===== config.mk =====
export PLATFORM = sky130hd
export DESIGN_NAME = audio_in_pitch_detector
export DESIGN_NICKNAME = d
export VERILOG_FILES = /design/src/rtl/piano_notes_pkg.sv /design/src/rtl/pitch_period_classifier.sv /design/src/rtl/audio_in_pitch_detector.sv
export SDC_FILE = /design/constraint.sdc
export NUM_CORES = 1
export LEC_CHECK = 0
export ABC_AREA = 1
export BUFFER_PORTS_ARGS = -buffer_cell sky130_fd_sc_hd__buf_2
export CAP_MARGIN = 20
export CORE_MARGIN = 3
export CORE_UTILIZATION = 64
export DETAILED_ROUTE_END_ITERATION = 10
export PLACE_DENSITY = 0.83
export SETUP_SLACK_MARGIN = 0.1
export SLEW_MARGIN = 20
export SYNTH_ARGS = -nofsm -noshare
export SYNTH_HDL_FRONTEND = slang
export SYNTH_SLANG_ARGS = --single-unit

===== constraint.sdc =====
create_clock -name CLOCK_50 -period 4.9 [get_ports CLOCK_50]
set_input_delay 0 -clock CLOCK_50 [delete_from_list [all_inputs] [get_ports CLOCK_50]]
set_output_delay 0 -clock CLOCK_50 [all_outputs]
set_load 0.03 [all_outputs]

===== src/rtl/piano_notes_pkg.sv =====
// Piano note constants shared by the pitch detector: nominal periods, bin bounds
// and small arithmetic helpers.
package piano_notes_pkg;

  localparam int NOTE_COUNT = 10;
  localparam int PERIOD_W   = 20;

  typedef logic [NOTE_COUNT-1:0] note_t;

  typedef enum logic [0:0] {
    ARM_LOW   = 1'b0,
    WAIT_HIGH = 1'b1
  } xing_state_e;

  // Nominal periods in CLOCK_50 cycles, C4 first, matching SW[9:0] order.
  localparam logic [PERIOD_W-1:0] NOTE_PERIOD [NOTE_COUNT] = '{
    20'd191110, 20'd170266, 20'd151686, 20'd143174, 20'd127552,
    20'd113638, 20'd101242, 20'd95558,  20'd85138,  20'd75846
  };

  // Note i occupies [BIN_BOUND[i+1], BIN_BOUND[i]).
  localparam logic [PERIOD_W-1:0] BIN_BOUND [NOTE_COUNT+1] = '{
    20'd202000, 20'd180688, 20'd160976, 20'd147430, 20'd135363, 20'd120595,
    20'd107440, 20'd98400,  20'd90348,  20'd80492,  20'd71000
  };

  function automatic note_t classify_period(input logic [PERIOD_W-1:0] p);
    note_t r;
    r = {NOTE_COUNT{1'b0}};
    for (int i = 0; i < NOTE_COUNT; i++) begin
      if ((p >= BIN_BOUND[i+1]) && (p < BIN_BOUND[i])) begin
        r[i] = 1'b1;
      end else begin
        r[i] = 1'b0;
      end
    end
    return r;
  endfunction

  // Magnitude of a signed sample; the most negative code clamps to the largest positive.
  function automatic logic [30:0] abs_sat(input logic [31:0] s);
    logic [31:0] neg;
    neg = 32'd0 - s;
    if (s == 32'h8000_0000) begin
      return 31'h7FFF_FFFF;
    end else if (s[31]) begin
      return neg[30:0];
    end else begin
      return s[30:0];
    end
  endfunction

endpackage


===== src/rtl/pitch_period_classifier.sv =====
// Registered stage mapping a measured crossing period onto a one-hot note bin
// (all zeros when the period falls outside every bin).
module pitch_period_classifier
  import piano_notes_pkg::*;
(
  input  logic                clk,
  input  logic                reset,
  input  logic                period_valid,
  input  logic [PERIOD_W-1:0] period_in,
  output logic                class_valid,
  output note_t               note_class
);

  logic  class_valid_q, class_valid_d;
  note_t note_class_q, note_class_d;

  always_comb begin
    class_valid_d = period_valid;
    note_class_d  = note_class_q;
    if (period_valid) begin
      note_class_d = classify_period(period_in);
    end else begin
      note_class_d = note_class_q;
    end
  end

  always_ff @(posedge clk) begin
    if (reset) begin
      class_valid_q <= 1'b0;
      note_class_q  <= {NOTE_COUNT{1'b0}};
    end else begin
      class_valid_q <= class_valid_d;
      note_class_q  <= note_class_d;
    end
  end

  assign class_valid = class_valid_q;
  assign note_class  = note_class_q;

endmodule


===== src/rtl/audio_in_pitch_detector.sv =====
// Identifies the played piano note (C4..E5) from microphone samples by timing
// hysteretic positive-going zero crossings and filtering the classification.
module audio_in_pitch_detector
  import piano_notes_pkg::*;
#(
  parameter logic [31:0] HYST    = 32'd1_000_000,
  parameter int          STABLE  = 4,
  parameter logic [19:0] TIMEOUT = 20'd202_000
) (
  input  logic        CLOCK_50,
  input  logic        reset,
  input  logic        audio_in_available,
  input  logic [31:0] left_channel_audio_in,
  output logic        read_audio_in,
  output logic [9:0]  note_onehot,
  output logic        note_valid,
  output logic [19:0] period,
  output logic [30:0] peak_level
);

  localparam int                  MW       = $clog2(STABLE + 1);
  localparam logic [MW-1:0]       STABLE_M = MW'(STABLE);
  localparam logic signed [32:0]  HYST_POS = $signed({1'b0, HYST});
  localparam logic signed [32:0]  HYST_NEG = -HYST_POS;
  localparam logic [PERIOD_W-1:0] CNT_MAX  = 20'hF_FFFF;

  logic                read_s;
  logic                rise_s;
  logic                silence_s;
  logic signed [32:0]  samp_ext_s;
  logic [30:0]         abs_s;
  logic [30:0]         cur_max_s;
  logic                cls_vld_s;
  note_t               cls_s;

  logic [31:0]         sample_q,  sample_d;
  logic                smp_vld_q, smp_vld_d;
  xing_state_e         state_q,   state_d;
  logic [PERIOD_W-1:0] cnt_q,     cnt_d;
  logic [PERIOD_W-1:0] period_q,  period_d;
  logic [30:0]         run_q,     run_d;
  logic [30:0]         peak_q,    peak_d;
  logic [MW-1:0]       match_q,   match_d;
  note_t               prev_q,    prev_d;
  note_t               onehot_q,  onehot_d;
  logic                valid_q,   valid_d;

  assign read_s        = audio_in_available & ~reset;
  assign read_audio_in = read_s;
  assign samp_ext_s    = $signed({sample_q[31], sample_q});
  assign abs_s         = abs_sat(sample_q);

  always_comb begin
    sample_d  = sample_q;
    smp_vld_d = read_s;
    if (read_s) begin
      sample_d = left_channel_audio_in;
    end else begin
      sample_d = sample_q;
    end
  end

  // Samples inside the hysteresis window never move the crossing FSM.
  always_comb begin
    state_d = state_q;
    rise_s  = 1'b0;
    case (state_q)
      ARM_LOW: begin
        if (smp_vld_q && (samp_ext_s < HYST_NEG)) begin
          state_d = WAIT_HIGH;
        end else begin
          state_d = ARM_LOW;
        end
      end
      WAIT_HIGH: begin
        if (smp_vld_q && (samp_ext_s >= HYST_POS)) begin
          state_d = ARM_LOW;
          rise_s  = 1'b1;
        end else begin
          state_d = WAIT_HIGH;
        end
      end
      default: begin
        state_d = ARM_LOW;
        rise_s  = 1'b0;
      end
    endcase
  end

  always_comb begin
    cnt_d     = cnt_q;
    period_d  = period_q;
    run_d     = run_q;
    peak_d    = peak_q;
    cur_max_s = run_q;
    if (smp_vld_q && (abs_s > run_q)) begin
      cur_max_s = abs_s;
    end else begin
      cur_max_s = run_q;
    end
    if (rise_s) begin
      cnt_d    = 20'd1;
      period_d = cnt_q;
      peak_d   = cur_max_s;
      run_d    = 31'd0;
    end else begin
      cnt_d = (cnt_q == CNT_MAX) ? cnt_q : (cnt_q + 20'd1);
      run_d = cur_max_s;
    end
  end

  pitch_period_classifier u_classifier (
    .clk          (CLOCK_50),
    .reset        (reset),
    .period_valid (rise_s),
    .period_in    (cnt_q),
    .class_valid  (cls_vld_s),
    .note_class   (cls_s)
  );

  // A rise in the same cycle blocks the silence clear.
  assign silence_s = (cnt_q >= TIMEOUT) && !rise_s;

  always_comb begin
    match_d  = match_q;
    prev_d   = prev_q;
    onehot_d = onehot_q;
    valid_d  = valid_q;
    if (silence_s) begin
      match_d  = {MW{1'b0}};
      prev_d   = {NOTE_COUNT{1'b0}};
      onehot_d = {NOTE_COUNT{1'b0}};
      valid_d  = 1'b0;
    end else if (cls_vld_s) begin
      if ((cls_s != {NOTE_COUNT{1'b0}}) && (cls_s == prev_q)) begin
        match_d = (match_q >= STABLE_M) ? STABLE_M : (match_q + MW'(1'b1));
      end else begin
        match_d = (cls_s == {NOTE_COUNT{1'b0}}) ? {MW{1'b0}} : MW'(1'b1);
        valid_d = 1'b0;
      end
      if (match_d == STABLE_M) begin
        onehot_d = cls_s;
        valid_d  = 1'b1;
      end else begin
        onehot_d = onehot_q;
      end
      prev_d = cls_s;
    end else begin
      match_d = match_q;
    end
  end

  always_ff @(posedge CLOCK_50) begin
    if (reset) begin
      sample_q  <= 32'd0;
      smp_vld_q <= 1'b0;
      state_q   <= ARM_LOW;
      cnt_q     <= 20'd0;
      period_q  <= 20'd0;
      run_q     <= 31'd0;
      peak_q    <= 31'd0;
      match_q   <= {MW{1'b0}};
      prev_q    <= {NOTE_COUNT{1'b0}};
      onehot_q  <= {NOTE_COUNT{1'b0}};
      valid_q   <= 1'b0;
    end else begin
      sample_q  <= sample_d;
      smp_vld_q <= smp_vld_d;
      state_q   <= state_d;
      cnt_q     <= cnt_d;
      period_q  <= period_d;
      run_q     <= run_d;
      peak_q    <= peak_d;
      match_q   <= match_d;
      prev_q    <= prev_d;
      onehot_q  <= onehot_d;
      valid_q   <= valid_d;
    end
  end

  assign note_onehot = onehot_q;
  assign note_valid  = valid_q;
  assign period      = period_q;
  assign peak_level  = peak_q;

endmodule


==> results.sh <==
export IMPL_status="complete, no violations"
export IMPL_synthArstFlopShare=0
export IMPL_start_util=0.661
export IMPL_synth_largest_area_cell="dfxtp_1"
export IMPL_grt_first_pass_wirelength_microns=43600
export IMPL_cts_root_buffer_cell="clkbuf_16"
export IMPL_first_pass_iters=6
export IMPL_grt_pass1_vias=9127
export IMPL_drtAntennaViolNets=0
export IMPL_num_vias=9433
export IMPL_path_cells="inv_1 -> ha_1 -> nand2_1 -> nor2_4 -> nand3_1 -> nor2_1 -> nand3_2 -> nand2_1 -> inv_1 -> nand2_1 -> ha_1 -> nand2_1 -> inv_1 -> nand4_1 -> and2b_1 -> a21oi_2 -> nand2_2 -> nand2_1 -> nand3_1 -> nand2_1"
export IMPL_portBuffers=97
export IMPL_holdPathStages=2
export IMPL_tritoncts="built"
export IMPL_mappedNetlistArea_sq_um=9280
export IMPL_finalCritPeriodShare=0.847
export IMPL_num_io_pins=98
export IMPL_rr_endpoint="peak_level[7]$_SDFFE_PP0P_"
export IMPL_numCtsBuffers=17
export IMPL_h_tree_depth=4
export IMPL_rows=43
export IMPL_die_h_microns=126
export IMPL_worst_path_dominant_cell_family="simple AND/OR/NAND/NOR gates"
export IMPL_grt_max_degree=63
export IMPL_synth_common_cells="400 x nand2_1, 187 x nor2_1, 171 x dfxtp_1"
export IMPL_overflow=0
export IMPL_cpPeakStageDelay_ns=0.62
export IMPL_yosys_cell_types_count=41
export IMPL_die_area_sq_um=16000
export IMPL_synth_ff_type="dfxtp_1"
export IMPL_worst_hold_path_type="input port to flop"
export IMPL_critPathSlowestCell="a21oi_2"
export IMPL_n_antenna_cell=0
export IMPL_period_minus_slack_ns=4.15
export IMPL_crit_path_start_kind="flop"
export IMPL_drc=0
export IMPL_cts_resized_gates=0
export IMPL_slew_headroom=0.342
export IMPL_grt_use_total=0.331
export IMPL_ys_ff_latch=171
export IMPL_avgViaCountPerCell=5.56
export IMPL_tightest_slew_ns=0.985
export IMPL_power_total_w=0.00355
export IMPL_cts_root_to_sink_buffers=2
export IMPL_r2r_cells=20
export IMPL_holdPathEnd="smp_vld_q$_SDFF_PP0_"
export IMPL_fin_util=0.764
export IMPL_finalSetupTns_ns=0
export IMPL_leakage_nw=5.22
export IMPL_clock_sinks=171
export IMPL_whs_ns=0.168
export IMPL_final_setup_viol_count=0
export IMPL_finClkSkew_ns=0.0150
export IMPL_wirelength_microns=26300
export IMPL_hpwl_microns=17800
export IMPL_synth_area_per_cell_sq_um=6.63
export IMPL_core_sq_um=14000
export IMPL_ys_seq_area_frac=0.369
export IMPL_crit_path_frequent_cell="nand2_1"
export IMPL_yosysMostFrequentCell="nand2_1"
export IMPL_synth_edf_count=0
export IMPL_cts_setup_buffers=0
export IMPL_synth_cells=1400
export IMPL_cap_violations=0
export IMPL_maxSlewViolCount=0
export IMPL_synth_top_area_frac=0.369
export IMPL_end_kind="flop"
export IMPL_clock_latency_ns=0.44
export IMPL_die_w_microns=126
export IMPL_antenna_found_initial=0
export IMPL_hold_buffers=36
export IMPL_synth_area_leaders="dfxtp_1 37%, nand2_1 16%, nor2_1 7.6%"
export IMPL_drt_iter0_drc=953
export IMPL_nNetsFinal=1576
export IMPL_ys_warnings_count=0
export IMPL_rrSetupSlack_ns=0.75
export IMPL_peakVddDrop_mv=0.272
export IMPL_hold_viol_final=0
export IMPL_crit_path_max_fanout=31
export IMPL_arrival_ns=4.53
export IMPL_regToRegStartpoint="sample_q[0]$_SDFFE_PP0P_"
export IMPL_cp_buffers_inverters=3
export IMPL_setup_worst_path_class="flop to flop"
export IMPL_layout_area_overhead_vs_synth_pct=15.7
export IMPL_drive_above_1_share=0.109
export IMPL_place_gp_congestion=0.948
export IMPL_path_clk_slew_ns=0.07
export IMPL_wl_per_cell_microns=15.5
export IMPL_worst_ep_required_time_ns=5.28
export IMPL_rsz0062_at_grt="no"
export IMPL_synth_fp_nets=1471
export IMPL_max_freq_mhz=241
export IMPL_power_density_nw_per_um2=331
export IMPL_min_from="reset"
worst reg2reg max path: cells and delay by family (launching register included):
family,cells,cell delay (ns)
adders and majority gates,2,0.47
DFF,1,0.31
AOI/OAI and AO/OA,1,0.62
and+or+nand+nor,14,2.49
buffers and inverters,3,0.21
how the worst max path moves through the flow:
stage / from / end / slack [ns] / depth (start not counted)
after floorplan: sample_q[0]$_SDFFE_PP0P_ / peak_level[0]$_SDFFE_PP0P_ / 2.01 / 21
after global placement: sample_q[0]$_SDFFE_PP0P_ / peak_level[26]$_SDFFE_PP0P_ / 0.95 / 21
after detailed placement: sample_q[0]$_SDFFE_PP0P_ / peak_level[26]$_SDFFE_PP0P_ / 0.90 / 21
after CTS: sample_q[0]$_SDFFE_PP0P_ / run_q[11]$_SDFF_PP0_ / 0.85 / 20
after global routing: sample_q[6]$_SDFFE_PP0P_ / peak_level[7]$_SDFFE_PP0P_ / 0.30 / 21
final: sample_q[0]$_SDFFE_PP0P_ / peak_level[7]$_SDFFE_PP0P_ / 0.75 / 20
routing by layer:
metal / vias up / wire [microns] / GRT usage
met5: - / 0 / 0
met4: 0 / 912 / 0.138
li1: 4708 / - / -
met1: 4329 / 11300 / 0.409
met2: 318 / 12700 / 0.567
met3: 78 / 1390 / 0.0619
sequential cells by signal, indices dropped and copies added (netlist names), 10 cells and up:
signal	cells
cnt_q	20
note_onehot	10
peak_level	31
period	20
prev_q	10
run_q	31
sample_q	32
u_classifier.note_class	10
power by group:
part,internal [W],switching (W)
Sequential,0.00145,0.0000346
Combinational,0.000222,0.000418
Clock,0.000851,0.000583
Total,0.00252,0.00104
placed cells by master (no fill, tap or decap), types with 7 or more instances in the layout:
cell,synthesis,layout
nand2_1,400,400
nor2_1,187,187
dfxtp_1,171,171
inv_1,168,168
buf_2,22,97
nand3_1,96,96
o21ai_0,65,65
nand4_1,49,49
a21oi_1,36,36
ha_1,36,36
dlygate4sd3_1,0,36
a211oi_1,28,28
xor2_1,21,21
nor3_1,18,18
clkbuf_16,0,17
o21ai_1,10,10
a31oi_1,9,9
inv_2,7,7
stage by stage:
step                std cells  setup WS [ns]  instance area (sq um)
floorplan                1400           2.01                   9280
global placement         1630          0.948                   9740
detailed placement       1630          0.905                   9740
global route             1698          0.302                  10700
finish                   1698          0.750                  10700
CTS                      1698          0.853                  10700
kinds of logic (layout without fill, tap and decap cells):
| group | count (synthesis) | in the layout | share of synthesized area |
|---|---|---|---|
| adder cells (fa/ha/maj) | 36 | 36 | 0.0486 |
| flip-flops | 171 | 171 | 0.369 |
| buffers and inverters | 227 | 345 | 0.102 |
| XOR/XNOR | 23 | 23 | 0.0217 |
| AND/OR/NAND/NOR | 781 | 781 | 0.358 |
| AO/OA/AOI/OAI | 162 | 162 | 0.101 |
area by class of cell:
| type | count | area (sq um) |
|---|---|---|
| Tap cell | 180 | 225 |
| Clock inverter | 11 | 158 |
| Timing Repair Buffer | 137 | 876 |
| Fill cell | 1065 | 3310 |
| Multi-Input combinational cell | 1002 | 4920 |
| Clock buffer | 21 | 470 |
| Sequential cell | 171 | 3420 |
| Inverter | 176 | 661 |
No activity file was read; power rests on OpenSTA's default activity.
